### config.mk
export PLATFORM = sky130hd
export DESIGN_NAME = sprite_position_engine
export DESIGN_NICKNAME = d
export VERILOG_FILES = /design/src/rtl/sprite_pkg.sv /design/src/rtl/sprite_motion_channel.sv /design/src/rtl/sprite_position_engine.sv
export SDC_FILE = /design/constraint.sdc
export NUM_CORES = 1
export LEC_CHECK = 0
export CAP_MARGIN = 20
export CORE_ASPECT_RATIO = 1.4
export CORE_MARGIN = 2
export CORE_UTILIZATION = 43
export DETAILED_ROUTE_END_ITERATION = 8
export SETUP_SLACK_MARGIN = 0.1
export SLEW_MARGIN = 40
export SYNTH_ARGS = -nofsm -noshare
export SYNTH_HDL_FRONTEND = slang
export SYNTH_SLANG_ARGS = --single-unit
export TNS_END_PERCENT = 10
### constraint.sdc
create_clock -name clk -period 3.6 [get_ports clk]
set_input_delay 0.72 -clock clk [delete_from_list [all_inputs] [get_ports clk]]
set_output_delay 0.72 -clock clk [all_outputs]
set_load 0.01 [all_outputs]
### src/rtl/sprite_pkg.sv
// sprite_pkg: shared coordinate widths, direction encodings and sprite indices
package sprite_pkg;
  localparam int XW = 11;
  localparam int YW = 10;
  localparam logic [3:0] DIR_RIGHT = 4'b0001;
  localparam logic [3:0] DIR_UP    = 4'b0010;
  localparam logic [3:0] DIR_DOWN  = 4'b0100;
  localparam logic [3:0] DIR_LEFT  = 4'b1000;
  localparam int SPR_PACMAN = 0;
  localparam int SPR_BLINKY = 1;
  localparam int SPR_PINKY  = 2;
  localparam int SPR_INKY   = 3;
  localparam int SPR_CLYDE  = 4;
  typedef enum logic {ST_IDLE, ST_MOVING} sprite_state_t;
endpackage

### src/rtl/sprite_motion_channel.sv
// sprite_motion_channel: per-sprite move FSM, step counter and position registers
module sprite_motion_channel
  import sprite_pkg::*;
#(
  parameter int STEP  = 16,
  parameter int SPEED = 2,
  parameter int X_MIN = 343,
  parameter int X_MAX = 1607,
  parameter int Y_MIN = 34,
  parameter int Y_MAX = 818,
  parameter logic [XW-1:0] HOME_X = '0,
  parameter logic [YW-1:0] HOME_Y = '0
) (
  input  logic          clk,
  input  logic          rst,
  input  logic          tick,
  input  logic          start,
  input  logic [3:0]    dir,
  input  logic          respawn,
  output logic [XW-1:0] pos_x,
  output logic [YW-1:0] pos_y,
  output logic          busy,
  output logic          done
);
  localparam int NSTEP = STEP / SPEED;
  localparam int CW = $clog2(NSTEP + 1);
  localparam logic [XW:0] STEP_X = (XW+1)'(STEP);
  localparam logic [XW:0] XLO = (XW+1)'(X_MIN);
  localparam logic [XW:0] XHI = (XW+1)'(X_MAX);
  localparam logic [YW:0] STEP_Y = (YW+1)'(STEP);
  localparam logic [YW:0] YLO = (YW+1)'(Y_MIN);
  localparam logic [YW:0] YHI = (YW+1)'(Y_MAX);
  localparam logic [XW-1:0] SPD_X = XW'(SPEED);
  localparam logic [YW-1:0] SPD_Y = YW'(SPEED);
  localparam logic [CW-1:0] LAST = CW'(NSTEP - 1);
  sprite_state_t state;
  logic [CW-1:0] cnt;
  logic [3:0] mdir;
  logic [XW-1:0] tx;
  logic [YW-1:0] ty;
  logic [XW:0] nx;
  logic [YW:0] ny;
  logic wrap, last;
  // one extra bit keeps out-of-bounds targets distinguishable from wrapped ones
  always_comb begin
    nx = dir == DIR_RIGHT ? {1'b0, pos_x} + STEP_X : dir == DIR_LEFT ? {1'b0, pos_x} - STEP_X : {1'b0, pos_x};
    ny = dir == DIR_DOWN ? {1'b0, pos_y} + STEP_Y : dir == DIR_UP ? {1'b0, pos_y} - STEP_Y : {1'b0, pos_y};
    wrap = nx > XHI || nx < XLO || ny > YHI || ny < YLO;
    last = cnt == LAST;
  end
  assign busy = state == ST_MOVING;
  always_ff @(posedge clk or negedge rst) begin
    if (!rst) begin
      state <= ST_IDLE;
      cnt <= '0;
      mdir <= '0;
      tx <= '0;
      ty <= '0;
      pos_x <= HOME_X;
      pos_y <= HOME_Y;
      done <= 1'b0;
    end else if (respawn) begin
      state <= ST_IDLE;
      cnt <= '0;
      pos_x <= HOME_X;
      pos_y <= HOME_Y;
      done <= 1'b0;
    end else if (start) begin
      done <= wrap;
      mdir <= dir;
      cnt <= '0;
      if (wrap) begin
        pos_x <= dir == DIR_RIGHT ? XLO[XW-1:0] : dir == DIR_LEFT ? XHI[XW-1:0] : pos_x;
        pos_y <= dir == DIR_DOWN ? YLO[YW-1:0] : dir == DIR_UP ? YHI[YW-1:0] : pos_y;
      end else begin
        state <= ST_MOVING;
        tx <= nx[XW-1:0];
        ty <= ny[YW-1:0];
      end
    end else if (busy && tick) begin
      cnt <= cnt + 1'b1;
      done <= last;
      if (last) begin
        state <= ST_IDLE;
        pos_x <= tx;
        pos_y <= ty;
      end else begin
        pos_x <= mdir == DIR_RIGHT ? pos_x + SPD_X : mdir == DIR_LEFT ? pos_x - SPD_X : pos_x;
        pos_y <= mdir == DIR_DOWN ? pos_y + SPD_Y : mdir == DIR_UP ? pos_y - SPD_Y : pos_y;
      end
    end else begin
      done <= 1'b0;
    end
  end
endmodule

### src/rtl/sprite_position_engine.sv
// sprite_position_engine: move-request decode and legality check feeding per-sprite motion channels
module sprite_position_engine
  import sprite_pkg::*;
#(
  parameter int NUM_SPRITES = 5,
  parameter int STEP  = 16,
  parameter int SPEED = 2,
  parameter int X_MIN = 343,
  parameter int X_MAX = 1607,
  parameter int Y_MIN = 34,
  parameter int Y_MAX = 818,
  parameter logic [XW*NUM_SPRITES-1:0] RESET_X = {11'd615, 11'd503, 11'd615, 11'd663, 11'd967},
  parameter logic [YW*NUM_SPRITES-1:0] RESET_Y = {10'd370, 10'd66, 10'd258, 10'd434, 10'd66},
  localparam int IDW = NUM_SPRITES > 1 ? $clog2(NUM_SPRITES) : 1
) (
  input  logic                      clk,
  input  logic                      rst,
  input  logic                      tick,
  input  logic                      move_valid,
  output logic                      move_ready,
  input  logic [IDW-1:0]            move_sprite,
  input  logic [3:0]                move_dir,
  input  logic [3:0]                valid_moves,
  input  logic [NUM_SPRITES-1:0]    respawn,
  output logic [XW*NUM_SPRITES-1:0] pos_x,
  output logic [YW*NUM_SPRITES-1:0] pos_y,
  output logic [NUM_SPRITES-1:0]    busy,
  output logic [NUM_SPRITES-1:0]    done,
  output logic                      reject
);
  logic in_range, legal, accept;
  logic [NUM_SPRITES-1:0] start;
  // out-of-range indices are accepted so that they can be rejected
  always_comb begin
    in_range = {1'b0, move_sprite} < (IDW+1)'(NUM_SPRITES);
    move_ready = in_range ? !busy[move_sprite] && !respawn[move_sprite] : 1'b1;
    legal = in_range && $onehot(move_dir) && (move_dir & valid_moves) == move_dir;
    accept = move_valid && move_ready;
    start = accept && legal ? NUM_SPRITES'(1) << move_sprite : '0;
  end
  always_ff @(posedge clk or negedge rst) begin
    if (!rst) reject <= 1'b0;
    else reject <= accept && !legal;
  end
  for (genvar i = 0; i < NUM_SPRITES; i++) begin : g_ch
    sprite_motion_channel #(
      .STEP(STEP), .SPEED(SPEED),
      .X_MIN(X_MIN), .X_MAX(X_MAX), .Y_MIN(Y_MIN), .Y_MAX(Y_MAX),
      .HOME_X(RESET_X[i*XW +: XW]), .HOME_Y(RESET_Y[i*YW +: YW])
    ) u_ch (
      .clk(clk),
      .rst(rst),
      .tick(tick),
      .start(start[i]),
      .dir(move_dir),
      .respawn(respawn[i]),
      .pos_x(pos_x[i*XW +: XW]),
      .pos_y(pos_y[i*YW +: YW]),
      .busy(busy[i]),
      .done(done[i])
    );
  end
endmodule
==> run_summary.xml <==
<?xml version="1.0" encoding="UTF-8"?>
<metrics>
  <group name="power_and_ir_drop">
    <metric name="relative_contribution_of_sequential_cells_to_total_power" unit="%">31.3</metric>
    <metric name="power_switching" unit="mW">5.22</metric>
    <metric name="share_comb_of_total_power" unit="%">46.5</metric>
    <metric name="p_sw_share" unit="%">38.5</metric>
    <metric name="cellPowerDensity" unit="nW/um^2">571</metric>
    <metric name="power_report.internal_total" unit="mW">8.33</metric>
    <metric name="pwr-share-clk" unit="%">22.2</metric>
    <metric name="max-vdd-ir-drop" unit="uV">430</metric>
    <metric name="power.leakage" unit="nW">10.5</metric>
  </group>
  <group name="cells_and_area">
    <metric name="antennaDiodeCount" unit="">0</metric>
    <metric name="final_area" unit="um^2">23700</metric>
    <metric name="top_library_cells_by_usage_in_the_layout_fill_and_taps_aside" unit="">sky130_fd_sc_hd__buf_4 (288), sky130_fd_sc_hd__nand2_1 (231), sky130_fd_sc_hd__dfrtp_1 (212)</metric>
    <metric name="fin_util" unit="%">54.3</metric>
    <metric name="fillCellCount" unit="">4017</metric>
    <metric name="sequential_cell_area" unit="um^2">6590</metric>
    <metric name="finalNetCount" unit="">2553</metric>
    <metric name="syn2layout_area_growth" unit="%">25.4</metric>
    <metric name="post_route_cells_drive_above_1_share" unit="%">23.9</metric>
    <metric name="mostFrequentLayoutCell" unit="">sky130_fd_sc_hd__buf_4</metric>
    <metric name="multiInputGateArea" unit="um^2">11500</metric>
  </group>
  <group name="detailed_routing">
    <metric name="drcViolationCount" unit="">0</metric>
    <metric name="routed_wirelength" unit="mm">58.9</metric>
    <metric name="viasPerCell" unit="">5.76</metric>
    <metric name="routed-via-count" unit="">17254</metric>
    <metric name="detail_route.first_pass.iterations" unit="">5</metric>
    <metric name="detail-route-antenna-nets" unit="">0</metric>
    <metric name="routedWlPerCell" unit="um">19.6</metric>
    <metric name="drt_first_iter_violations" unit="">996</metric>
  </group>
  <group name="die">
    <metric name="die_area" unit="um^2">45800</metric>
    <metric name="initial_utilization" unit="%">43.3</metric>
    <metric name="die_y" unit="um">252</metric>
    <metric name="io_pins" unit="">137</metric>
    <metric name="floorplan.die.width" unit="um">181</metric>
    <metric name="core_footprint" unit="um^2">43700</metric>
    <metric name="rows" unit="">91</metric>
  </group>
  <group name="synthesis">
    <metric name="fraction_of_registers_with_async_set_reset" unit="%">100</metric>
    <metric name="synthesis.yosys.warnings" unit="">0</metric>
    <metric name="gate_count_post_synth" unit="">2105</metric>
    <metric name="ys.flop_type" unit="">sky130_fd_sc_hd__dfrtp_1</metric>
    <metric name="post_synth.cell_area_avg" unit="um^2">9.00</metric>
    <metric name="synth_sequential_area_ratio" unit="%">34.8</metric>
    <metric name="number_of_storage_elements_in_the_synthesis_netlist" unit="">261</metric>
    <metric name="yosysUniqueCellTypes" unit="">104</metric>
    <metric name="synthesis.nets" unit="">2241</metric>
    <metric name="synth_area" unit="um^2">18900</metric>
    <metric name="synth-edff-count" unit="">0</metric>
  </group>
  <group name="placed_design">
    <metric name="post-dp-hpwl" unit="mm">44.9</metric>
    <metric name="gp_congestion" unit="">0.896</metric>
    <metric name="pre_cts_slack" unit="ns">-0.829</metric>
    <metric name="port_buffers" unit="">136</metric>
    <metric name="placedInstanceArea" unit="um^2">22600</metric>
  </group>
  <group name="clocking">
    <metric name="tritoncts_num_sinks" unit="">261</metric>
    <metric name="clk_pin_slew" unit="ns">0.06</metric>
    <metric name="clk_path_buf_depth" unit="">3</metric>
    <metric name="cts.htree.levels" unit="">1</metric>
    <metric name="worst_skew_pair.late_latency" unit="ns">0.58</metric>
    <metric name="clockRootBuffer" unit="">sky130_fd_sc_hd__clkbuf_16</metric>
    <metric name="post_cts_buffers" unit="">0</metric>
    <metric name="clock_buffers_created_by_tritoncts" unit="">29</metric>
    <metric name="tritoncts" unit="">done</metric>
  </group>
  <group name="global_route">
    <metric name="track_usage" unit="%">25.5</metric>
    <metric name="grt_overflow_total" unit="">0</metric>
    <metric name="antenna_violations_before_repair" unit="">1</metric>
    <metric name="first_global_vias" unit="">17645</metric>
    <metric name="grt_pass1_wl" unit="mm">93.9</metric>
    <metric name="maximum_number_of_pins_on_one_net_before_global_route_repair" unit="">87</metric>
  </group>
  <group name="timing">
    <metric name="final.period_utilization" unit="%">97.8</metric>
    <metric name="setup-tns-final" unit="ns">0</metric>
    <metric name="clock-skew-final" unit="ns">0.0127</metric>
    <metric name="final_setup_violation_count" unit="">0</metric>
    <metric name="final-max-slew-violation-count" unit="">0</metric>
    <metric name="rsz0062_at_grt" unit="">true</metric>
    <metric name="period_needed" unit="ns">3.52</metric>
    <metric name="whs" unit="ns">0.138</metric>
    <metric name="timing.fmax" unit="MHz">284</metric>
    <metric name="slew-limit-headroom" unit="%">46.8</metric>
    <metric name="final.setup.worst_slack" unit="ns">0.0779</metric>
    <metric name="max_slew.worst_pin.slew" unit="ns">0.778</metric>
    <metric name="hold_viol_final" unit="">0</metric>
  </group>
  <group name="worst_setup_path">
    <metric name="crit_path_end_kind" unit="">output port</metric>
    <metric name="timing.critical_path.from_type" unit="">primary input</metric>
    <metric name="critical_path_arrival" unit="ns">2.80</metric>
    <metric name="critical_path_required" unit="ns">2.88</metric>
    <metric name="worstSetupPathType" unit="">in2out</metric>
    <metric name="worstPathMaxFanout" unit="">4</metric>
  </group>
  <group name="run_status">
    <metric name="run_status" unit="">finished clean</metric>
  </group>
  <group name="hold_path">
    <metric name="timing.hold.worst.class" unit="">in2async</metric>
  </group>
  <group name="job">
    <metric name="max_cap_viol_count" unit="">0</metric>
  </group>
</metrics>
-- what timing repair did --
action,CTS,global route
pin swaps,5,9
endpoints found under the setup margin,214,96
hold buffers,0,0
gates resized for setup,18,21
gates cloned,0,2
-- worst max-delay path: stages --
cell                              delay, ns
sky130_fd_sc_hd__clkdlybuf4s50_1       0.57
sky130_fd_sc_hd__nor3_1                0.13
sky130_fd_sc_hd__mux4_2                0.52
sky130_fd_sc_hd__or2_2                 0.35
sky130_fd_sc_hd__clkdlybuf4s50_1       0.50
-- metal layers --
metal  vias up  global-route usage [%]  wire (um)
li1       8228                       -          -
met1      8456                    29.8      23900
met2       433                    46.5      30000
met3       135                    3.44       2440
met4         2                    11.2       2520
met5         -                       0         13
-- stage by stage --
| step | instances | power (mW) |
|---|---|---|
| 2_1_floorplan | 2105 | 8.05 |
| 3_3_place_gp | 2942 | 10.3 |
| 3_5_place_dp | 2942 | 10.5 |
| 4_1_cts | 2996 | 13.6 |
| 5_1_grt | 2998 | 14.5 |
| 6_report | 2998 | 13.5 |
-- power groups by stage --
stage	Sequential, mW	Clock (mW)	Combinational [mW]
global placement	4.27	0	6.03
detailed placement	4.28	0	6.18
global route	4.33	3.20	6.94
floorplan	4.10	0	3.96
CTS	4.24	3.08	6.23
finish	4.24	3.01	6.29
-- final timing paths --
| check | slack [ns] | endpoint | startpoint | depth (start not counted) |
|---|---|---|---|---|
| max in group asynchronous | 2.55 | g_ch[2].u_ch.pos_x[1]$_DFFE_PN1P_ | rst | 2 |
| hold reg to reg | 0.48 | g_ch[0].u_ch.ty[4]$_DFFE_PN0P_ | g_ch[0].u_ch.ty[4]$_DFFE_PN0P_ | 2 |
| setup reg to reg | 0.18 | g_ch[1].u_ch.pos_y[9]$_DFFE_PN0P_ | g_ch[1].u_ch.mdir[0]$_DFFE_PN0N_ | 11 |
| setup / recovery | 0.08 | move_ready | move_sprite[2] | 5 |
| hold / removal | 0.14 | g_ch[1].u_ch.tx[1]$_DFFE_PN0P_ | rst | 1 |
| min in group clk | 0.48 | g_ch[0].u_ch.ty[4]$_DFFE_PN0P_ | g_ch[0].u_ch.ty[4]$_DFFE_PN0P_ | 2 |
-- cells in the mapped netlist, drive strengths merged, types with 9 or more instances --
library cell,instances,area share (%)
ha,105,6.9
nand3,50,1.4
nor4,19,0.66
xor2,57,2.6
clkbuf,62,1.2
a41oi,9,0.46
or3,12,0.48
a31oi,20,0.66
a22oi,10,0.40
buf,93,3.4
nor3,56,1.5
mux2,93,5.6
nor2,157,3.2
a21oi,161,4.3
nand4,17,0.64
fa,11,1.2
nor2b,11,0.36
o21ai,147,3.9
nand2b,11,0.36
nand2,237,4.7
and2,9,0.30
o31ai,26,1.0
o211ai,15,0.62
a21o,26,1.0
inv,62,1.2
xnor2,89,4.2
a221oi,10,0.50
or2,18,0.59
mux2i,17,0.90
o41ai,10,0.46
o21bai,16,0.65
dfrtp,212,28
and3,10,0.33
a211oi,37,1.5
nand3b,15,0.59
dfstp,49,6.8
-- cell type report --
cell class,count,area share (%)
Inverter,62,0.991
Clock buffer,46,3.54
Multi-Input combinational cell,1627,48.6
Clock inverter,8,0.406
Tap cell,558,2.94
Timing Repair Buffer,436,15.7
Sequential cell,261,27.8
-- cells by family after synthesis --
kind of cell / share of synthesized area [%]
multiplexers: 6.77
flip-flops: 34.8
XOR/XNOR: 7.04
AO/OA/AOI/OAI: 19.9
buffers and inverters: 5.83
adder cells (fa/ha/maj): 8.10
AND/OR/NAND/NOR: 17.5
-- state kept, by name, summed over array words and instances, names as in the netlist --
name	cells
g_ch.u_ch.pos_x	55
g_ch.u_ch.tx	55
g_ch.u_ch.pos_y	50
g_ch.u_ch.ty	50
g_ch.u_ch.cnt	20
g_ch.u_ch.mdir	20
g_ch.u_ch.busy	5
g_ch.u_ch.done	5
reject	1
(Power assumes the default switching activity.)
